## config.mk

```make
export PLATFORM = sky130hd
export DESIGN_NAME = instr_loader_flat
export DESIGN_NICKNAME = d
export VERILOG_FILES = /design/src/rtl/instr_loader_pkg.sv /design/src/rtl/instr_loader_if.sv /design/src/rtl/rv_instr_encoder.sv /design/src/rtl/instr_loader.sv /design/src/flat_wrapper.sv
export SDC_FILE = /design/constraint.sdc
export NUM_CORES = 1
export LEC_CHECK = 0
export CAP_MARGIN = 0
export CORE_MARGIN = 1.5
export CORE_UTILIZATION = 42
export DETAILED_ROUTE_END_ITERATION = 6
export GPL_TIMING_DRIVEN = 0
export HOLD_SLACK_MARGIN = 0.03
export PLACE_DENSITY = 0.78
export SYNTH_ARGS = -nofsm -noshare
export SYNTH_HDL_FRONTEND = slang
export SYNTH_SLANG_ARGS = --single-unit
export TNS_END_PERCENT = 10
```

## constraint.sdc

```tcl
create_clock -name clk -period 2.4 [get_ports clk]
set_input_delay 0.36 -clock clk [delete_from_list [all_inputs] [get_ports clk]]
set_output_delay 0.36 -clock clk [all_outputs]
set_load 0.01 [all_outputs]
```

## src/rtl/instr_loader_pkg.sv

```systemverilog
// Shared constants for the instruction loader: opcodes, kind codes, FSM states.
// Pure declarations, no logic; no latency.
// No flow control here; users apply these codes on their own handshakes.
package instr_loader_pkg;

   // RV32I major opcodes used by the supported formats
   localparam logic [6:0] OP_R      = 7'b0110011;
   localparam logic [6:0] OP_LOAD   = 7'b0000011;
   localparam logic [6:0] OP_STORE  = 7'b0100011;
   localparam logic [6:0] OP_BRANCH = 7'b1100011;

   // Bundle format selector
   typedef logic [1:0] kind_t;
   localparam kind_t KIND_R   = 2'b00;
   localparam kind_t KIND_LW  = 2'b01;
   localparam kind_t KIND_SW  = 2'b10;
   localparam kind_t KIND_BEQ = 2'b11;

   // Loader FSM states
   typedef logic [1:0] state_t;
   localparam state_t ST_IDLE  = 2'd0;
   localparam state_t ST_LOAD  = 2'd1;
   localparam state_t ST_WRITE = 2'd2;
   localparam state_t ST_DONE  = 2'd3;

endpackage

```

## src/rtl/instr_loader_if.sv

```systemverilog
// Instruction-field bundle channel from a source into the loader.
// No storage; latency is that of the connected endpoints.
// Valid/ready: the master holds the bundle stable until in_valid && in_ready.
interface instr_loader_if;
   import instr_loader_pkg::*;

   logic        in_valid;
   logic        in_ready;
   kind_t       kind;
   logic [4:0]  rd;
   logic [4:0]  rs1;
   logic [4:0]  rs2;
   logic [2:0]  funct3;
   logic        funct7b5;
   logic [11:0] imm;
   logic        last;

   modport master (
      output in_valid, kind, rd, rs1, rs2, funct3, funct7b5, imm, last,
      input  in_ready
   );

   modport slave (
      input  in_valid, kind, rd, rs1, rs2, funct3, funct7b5, imm, last,
      output in_ready
   );

endinterface

```

## src/rtl/rv_instr_encoder.sv

```systemverilog
// Packs R-type/lw/sw/beq instruction fields into a 32-bit RV32I word.
// Purely combinational, zero latency.
// No flow control; the output follows the inputs.
module rv_instr_encoder
   import instr_loader_pkg::*;
(
   input  kind_t       kind,
   input  logic [4:0]  rd,
   input  logic [4:0]  rs1,
   input  logic [4:0]  rs2,
   input  logic [2:0]  funct3,
   input  logic        funct7b5,
   input  logic [11:0] imm,
   output logic [31:0] word
);

   // Select the bit layout for the requested format; beq imm carries offset[12:1]
   always_comb begin
      word = '0;
      case (kind)
         KIND_R:   word = {(funct7b5 ? 7'b0100000 : 7'b0000000), rs2, rs1, funct3, rd, OP_R};
         KIND_LW:  word = {imm[11:0], rs1, 3'b010, rd, OP_LOAD};
         KIND_SW:  word = {imm[11:5], rs2, rs1, 3'b010, imm[4:0], OP_STORE};
         KIND_BEQ: word = {imm[11], imm[9:4], rs2, rs1, 3'b000, imm[3:0], imm[10], OP_BRANCH};
         default:  word = '0;
      endcase
   end

endmodule

```

## src/rtl/instr_loader.sv

```systemverilog
// Accepts instruction-field bundles, encodes them and writes consecutive memory words.
// One cycle from bundle acceptance to mem_we; one word per two cycles at best.
// in_ready only in LOAD with space left; a bundle offered when full flags err and ends the session.
module instr_loader
   import instr_loader_pkg::*;
#(
   parameter int          DEPTH     = 64,
   parameter logic [31:0] BASE_ADDR = 32'h0000_0000
) (
   input  logic                         clk,
   input  logic                         rst,
   input  logic                         start,
   instr_loader_if.slave                bus,
   output logic                         mem_we,
   output logic [31:0]                  mem_addr,
   output logic [31:0]                  mem_wdata,
   output logic [$clog2(DEPTH+1)-1:0]   count,
   output logic                         done,
   output logic                         err
);

   localparam int             CW      = $clog2(DEPTH + 1);
   localparam logic [CW-1:0]  DEPTH_C = CW'(DEPTH);

   state_t         state;
   logic [CW-1:0]  count_q;
   logic [31:0]    word_q;
   logic           last_q;
   logic           err_q;
   logic [31:0]    enc_word;
   logic           xfer;
   logic           overflow;

   rv_instr_encoder u_enc (
      .kind     (bus.kind),
      .rd       (bus.rd),
      .rs1      (bus.rs1),
      .rs2      (bus.rs2),
      .funct3   (bus.funct3),
      .funct7b5 (bus.funct7b5),
      .imm      (bus.imm),
      .word     (enc_word)
   );

   // Handshake and outputs decoded from state so reset clears them immediately
   always_comb begin
      bus.in_ready = (state == ST_LOAD) && (count_q < DEPTH_C);
      xfer         = bus.in_ready && bus.in_valid;
      overflow     = (state == ST_LOAD) && (count_q == DEPTH_C) && bus.in_valid;
      mem_we       = (state == ST_WRITE);
      mem_addr     = mem_we ? (BASE_ADDR + (32'(count_q) << 2)) : 32'h0;
      mem_wdata    = mem_we ? word_q : 32'h0;
      count        = count_q;
      done         = (state == ST_DONE);
      err          = err_q;
   end

   // Session FSM: capture a bundle, write it next cycle, stop on last or overflow
   always_ff @(posedge clk or negedge rst) begin
      if (!rst) begin
         state   <= ST_IDLE;
         count_q <= '0;
         word_q  <= '0;
         last_q  <= 1'b0;
         err_q   <= 1'b0;
      end else begin
         case (state)
            ST_IDLE, ST_DONE: begin
               if (start) begin
                  state   <= ST_LOAD;
                  count_q <= '0;
                  err_q   <= 1'b0;
               end
            end
            ST_LOAD: begin
               if (xfer) begin
                  word_q <= enc_word;
                  last_q <= bus.last;
                  state  <= ST_WRITE;
               end else if (overflow) begin
                  err_q <= 1'b1;
                  state <= ST_DONE;
               end
            end
            ST_WRITE: begin
               count_q <= count_q + CW'(1);
               state   <= last_q ? ST_DONE : ST_LOAD;
            end
            default: state <= ST_IDLE;
         endcase
      end
   end

endmodule

```

## src/flat_wrapper.sv

```systemverilog
// flat-port wrapper written by rule: the top's interface ports become plain ports
module instr_loader_flat import instr_loader_pkg::*;
#(
   parameter int          DEPTH     = 64,
   parameter logic [31:0] BASE_ADDR = 32'h0000_0000
)
  (clk, rst, start, mem_we, mem_addr, mem_wdata, count, done, err, bus_in_valid, bus_kind, bus_rd, bus_rs1, bus_rs2, bus_funct3, bus_funct7b5, bus_imm, bus_last, bus_in_ready);
  instr_loader_if bus_i ();
  input  logic clk;
  input  logic rst;
  input  logic start;
  output logic mem_we;
  output logic [31:0] mem_addr;
  output logic [31:0] mem_wdata;
  output logic [$clog2(DEPTH+1)-1:0] count;
  output logic done;
  output logic err;
  input wire logic [$bits(bus_i.in_valid)-1:0] bus_in_valid;
  input wire logic [$bits(bus_i.kind)-1:0] bus_kind;
  input wire logic [$bits(bus_i.rd)-1:0] bus_rd;
  input wire logic [$bits(bus_i.rs1)-1:0] bus_rs1;
  input wire logic [$bits(bus_i.rs2)-1:0] bus_rs2;
  input wire logic [$bits(bus_i.funct3)-1:0] bus_funct3;
  input wire logic [$bits(bus_i.funct7b5)-1:0] bus_funct7b5;
  input wire logic [$bits(bus_i.imm)-1:0] bus_imm;
  input wire logic [$bits(bus_i.last)-1:0] bus_last;
  output wire logic [$bits(bus_i.in_ready)-1:0] bus_in_ready;
  assign bus_i.in_valid = bus_in_valid;
  assign bus_i.kind = bus_kind;
  assign bus_i.rd = bus_rd;
  assign bus_i.rs1 = bus_rs1;
  assign bus_i.rs2 = bus_rs2;
  assign bus_i.funct3 = bus_funct3;
  assign bus_i.funct7b5 = bus_funct7b5;
  assign bus_i.imm = bus_imm;
  assign bus_i.last = bus_last;
  assign bus_in_ready = bus_i.in_ready;
  instr_loader #(.DEPTH(DEPTH), .BASE_ADDR(BASE_ADDR)) u_core (.clk(clk), .rst(rst), .start(start), .bus(bus_i), .mem_we(mem_we), .mem_addr(mem_addr), .mem_wdata(mem_wdata), .count(count), .done(done), .err(err));
endmodule
```

; Word-level counts from Yosys, hierarchy flattened
; Index checks and enable logic that the tools add are counted.
[word_totals]
ff_bits = 43
input_bits = 38
out_inout_bits = 75
wordCells = 46
[op_classes]
add_sub_neg = 1
magnitude_cmp = 1
eq_ne = 11
mux = 15
n_reduce_logical = 13
[ops]
columns = op, n
row1 = 32-bit one-hot mux with 4 select lines, 1
row2 = 32-bit 2-to-1 mux, 1
row3 = 7-bit one-hot mux with 2 select lines, 1
row4 = 9-bit 2-to-1 mux, 1
row5 = "2-bit equality test, second input constant", 4
row6 = 2-bit 2-to-1 mux, 4
row7 = "7-bit by 1-bit adder with 7-bit output, second input constant", 1
row8 = "7-bit equality test, second input constant", 1
row9 = "7-bit less-than comparator, second input constant", 1
row10 = 7-bit 2-to-1 mux, 1
row11 = 6-bit 2-to-1 mux, 1
row12 = 2-bit one-hot mux with 3 select lines, 1
row13 = 2-bit AND reduction, 3
row14 = "2-bit by 1-bit equality test with 1-bit output, second input constant", 2
row15 = 1-bit logical AND, 4
row16 = 2-bit zero test, 2
row17 = "2-bit != test, second input constant", 2
row18 = 4-bit AND reduction, 1
row19 = 2-bit nonzero test, 2
row20 = 1-bit 2-to-1 mux, 3
row21 = "3-bit by 1-bit != test with 1-bit output, second input constant", 1
row22 = "2-bit by 1-bit != test with 1-bit output, second input constant", 1
row23 = 1-bit one-hot mux with 2 select lines, 1
row24 = 2-bit OR reduction, 1

; Logic depth before layout (Yosys ltp)
[depth]
depth_word = 6
depth_mapped = 7
depth_no_buf = 5

; Cells and area by module
; From an unflattened synthesis, not the netlist that was laid out.
[hier_totals]
hier_cells = 282
hier_area_um2 = 2785.2
[by_module_without_submodules]
columns = module, instances, cells_each, area_per_inst_um2, seq_area_each_um2
row1 = instr_loader, 1, 212, 2328.5, 1076.0
row2 = rv_instr_encoder, 1, 70, 456.7, 0.0

; Least setup slack after synthesis
; OpenSTA, ideal clock, no wires.
[synth_path]
path_type = register -> register
start = register u_core.state[0]
end = register u_core.count_q[6], in the netlist u_core.count[6]
setup_ns = 0.077
arrival_time_ns = 1.741
required_time_ns = 2.323
path_slack_ns = 0.582
path_stages_with_launch = 8
path_buffers = 2
synth_period_minus_slack_ns = 1.818
cell_sequence = dfrtp_1 inv_1 ha_1 buf_6 mux2i_1 buf_6 or4_1 a21oi_1
[synth_via]
elab_chain_cells = 4
elab_cells_between_ends = 8
cone_classes = 3 x eq/ne / 1 x mux / 4 x reduce/logical
[synth_lines]
columns = item, line_no
row1 = start: declaration, instr_loader.sv:25  ; state_t state;
row2 = start signal: assignment, instr_loader.sv:87  ; state <= last_q ? ST_DONE : ST_LOAD;
row3 = 2-bit equality test or 2-bit zero test (tied branches), instr_loader.sv:67  ; case (state)
row4 = 2-bit OR reduction, instr_loader.sv:67
row5 = 2-bit != test (no source line) or 2-bit nonzero test (tied branches), --
row6 = 2-bit AND reduction (no source line), --
row7 = end signal: assignment, instr_loader.sv:86  ; count_q <= count_q + CW'(1);
row8 = end: declaration, instr_loader.sv:26  ; logic [CW-1:0] count_q;
; Several ways; a longest one is shown, not always the timed one.
; A chain may end at the register's enable or synchronous reset.

; Worst setup path in the final report
[layout_path]
start = register u_core.state[0]
end = output port mem_wdata[1]
[layout_via]
elab_chain_cells = 2
[layout_lines]
columns = item, line_no
row1 = 2-bit equality test, instr_loader.sv:50  ; mem_we = (state == ST_WRITE);
row2 = 32-bit 2-to-1 mux, instr_loader.sv:52  ; mem_wdata = mem_we ? word_q : 32'h0;
row3 = end: declaration, flat_wrapper.sv:14  ; output logic [31:0] mem_wdata;
; No other way between the ends.

==> results.md <==
* Post-route antenna net violation count at 0
* Element type at the critical path end: output port
* Top cell type's share of synthesized area at 40.26%
* Rows at 27
* Crit-path max FO at 10
* Hold crit path type: in -> async
* Nets@finish at 429
* Max-slew violations at 0
* Largest area contributor in the netlist: dfrtp_1
* Total gr overflow at 0
* Antenna diodes at 0
* P&R area growth vs syn at 46.20%
* Post-DP HPWL at 4.595 mm
* Initial antenna violation count at 0
* Relative slew slack at 41.98%
* Vias in the first global route at 2146
* Startpoint Class: flip-flop
* Placer Congestion at around 0.9
* Area after DPL at 3520 sq um
* Max-cap violations at 0
* Clock-pin slew on the worst setup and hold paths at 0.08 ns
* CTS root buffer: clkbuf_8
* Fin. Hold Viols at 0
* CP most frequent cell: buf_4
* Drc violations at 0
* IO Port Bufs at between 80 and 90
* Sink Count at 40
* Library cells used by synthesis at 38
* WL per Instance at around 13 um
* R2R Setup Slk at 0.49 ns
* Syn Inst Count at around 260
* Most instantiated library cell after synthesis: dfrtp_1
* Largest net degree at the start of global routing at 41
* H-tree Lvls at 2
* Req. time, crit path at slightly above 2 ns
* GRT Total Usage at between 15 and 20%
* Power per Cell Area at 794.5 nW/um^2
* Worst vdd ir at 0.4059 mV
* Clock Path Buffers at 2
* Worst Setup Path Type: reg -> out
* Initial DRC count at 59
* Ports at ~110
* Run status: finished, final reports clean
* Final setup violation count at 0
* CTS Buf Count at 5
* Top FF cell, synth: dfrtp_1
* Fmax at ~430 MHz
* Starting density of the core at 44.33%
* Most frequent cells after synthesis: dfrtp_1 (40), and2_1 (37), buf_4 (28)
* Setup crit start: u_core.state[0]$_DFFE_PN0P_
* Final core utilization at 64.81%
* Top cells by area, synth: dfrtp_1 (40%), and2_1 (9.3%), buf_4 (8.5%), ha_1 (5.0%), mux2_2 (4.1%)
* First-pass detailed-route iteration total at 4
* Slowest CP cell: clkdlybuf4s50_1
* Routed vias at 2235
* Vias/cell at 4.923
* WL final at 5.988 mm
* Part of the cycle the worst path needs at 96.97%
* Syn. warnings at 0
* WP data arrival at 1.97 ns
* # hold bufs at CTS at 0
* Share of layout cells above drive strength 1 at 15.45%
* Slew @ Worst Pin at 0.8704 ns
* EDFF count, synth at 0
* Delay of the slowest critical-path stage at 0.52 ns
* Syn Area/Cell at 9.453 sq um
* CTS tree: built
* Non-Filler Cell Area, Final at 3635 sq um
* Mapped cell area at about 2500 sq um
* Crit path cell chain: inv_1, ha_4, buf_4, and2_1, buf_4, clkdlybuf4s50_1
* R2r startpoint: u_core.state[0]$_DFFE_PN0P_
* Chip width at between 70 and 80 um
* Worst reg-to-reg path cell count at 7
* First-pass GRT wire length at between 9 and 10 mm
* Die area at 6390 sq um
* Yosys reg bits at 40
* Capture point of the worst reg-to-reg path: u_core.count[6]$_DFFE_PN0P_
* Async set or reset register ratio after synthesis at 100.0%
* Crit path time final at approximately 2.3 ns
* Core Region at 5608 sq um
* Clk_skew at ~0.016 ns
* Post-synthesis sequential area ratio at 40.26%
* Leakage at 1.643 nW
* Die Span Y at 79.94 um
* Worst skew pair latency at slightly below 0.3 ns
routing by layer:
| layer | global-route usage, % | wire (um) | up-vias |
|---|---|---|---|
| li1 | - | - | 1092 |
| met1 | 24.32 | 2643 | 1040 |
| met2 | 33.28 | 2861 | 97 |
| met3 | 4.114 | 418 | 6 |
| met4 | 6.034 | 64 | 0 |
| met5 | 0 | 0 | - |
state kept, by name, indices dropped and copies added, names as in the netlist:
signal	cells
u_core.word_q	29
u_core.count	7
u_core.state	2
u_core.err	1
u_core.last_q	1
how the worst max path moves through the flow:
| stage | end | slack (ns) | depth (start not counted) |
|---|---|---|---|
| 2_1_floorplan | u_core.count[6]$_DFFE_PN0P_ | 0.58 | 7 |
| 5_1_grt | mem_wdata[1] | -0.02 | 6 |
| 6_report | mem_wdata[1] | 0.07 | 6 |
| 3_3_place_gp | u_core.word_q[13]$_DFFE_PN0P_ | 0.01 | 1 |
| 3_5_place_dp | mem_wdata[1] | 0.04 | 6 |
| 4_1_cts | mem_wdata[1] | 0.01 | 6 |
power breakdown:
| group | switching, mW | internal (mW) |
|---|---|---|
| logic | 0.641 | 0.713 |
| clock network | 0.238 | 0.234 |
| registers | 0.140 | 0.922 |
| total | 1.02 | 1.87 |
cell type report:
| class | count | area (sq um) |
|---|---|---|
| Tap cell | 72 | 90.09 |
| Clock inverter | 1 | 7.507 |
| Clock buffer | 7 | 86.33 |
| Timing Repair Buffer | 85 | 845.8 |
| Inverter | 7 | 26.28 |
| Buffer | 42 | 286.5 |
| Sequential cell | 40 | 1002 |
| Fill cell | 502 | 1973 |
| Multi-Input combinational cell | 200 | 1290 |
worst max-delay path: cells and delay by family (launching register included):
family                     cells  cell delay (ns)
adders and majority gates      1             0.19
buffers and inverters          4             0.91
DFF                            1             0.44
and+or+nand+nor                1             0.15
through the flow:
stage	hold slack, ns	TNS, ns	cells	worst slack (ns)	power, mW
floorplan	0.06441	0	289	0.5817	1.875
global route	0.2542	-0.05937	454	-0.02181	3.106
global placement	0.4450	0	446	0.01491	2.355
CTS	0.2142	0	454	0.009889	2.879
finish	0.1768	0	454	0.07269	2.888
detailed placement	0.4486	0	446	0.04293	2.400
layout by cell type (no fill, tap or decap), drive strengths merged, types with 2 or more instances in the layout:
cell	n
nor2b	5
a22oi	9
a2bb2oi	5
and2	37
conb	27
nand2	24
nor2	4
o31ai	3
buf	34
inv	7
or3	4
a21oi	6
o21ai	20
nand3	3
clkdlybuf4s50	84
mux2i	2
or4	2
mux2	9
ha	10
a22o	11
or2	4
clkbuf	16
dfrtp	40
nand2b	3
cells by family after synthesis:
group                    after synthesis  synth area share [%]
multiplexers                          11                 4.882
buffers and inverters                 49                 12.28
flip-flops                            40                 40.26
other                                  1                0.1508
AO/OA/AOI/OAI                         62                 17.31
adder cells (fa/ha/maj)               10                 5.033
AND/OR/NAND/NOR                       90                 20.08
what timing repair did:
item	CTS	global route
setup buffers	0	0
setup endpoints to repair	37	30
resized for setup	6	3
Note: power is estimated with default switching activity, not from simulation.
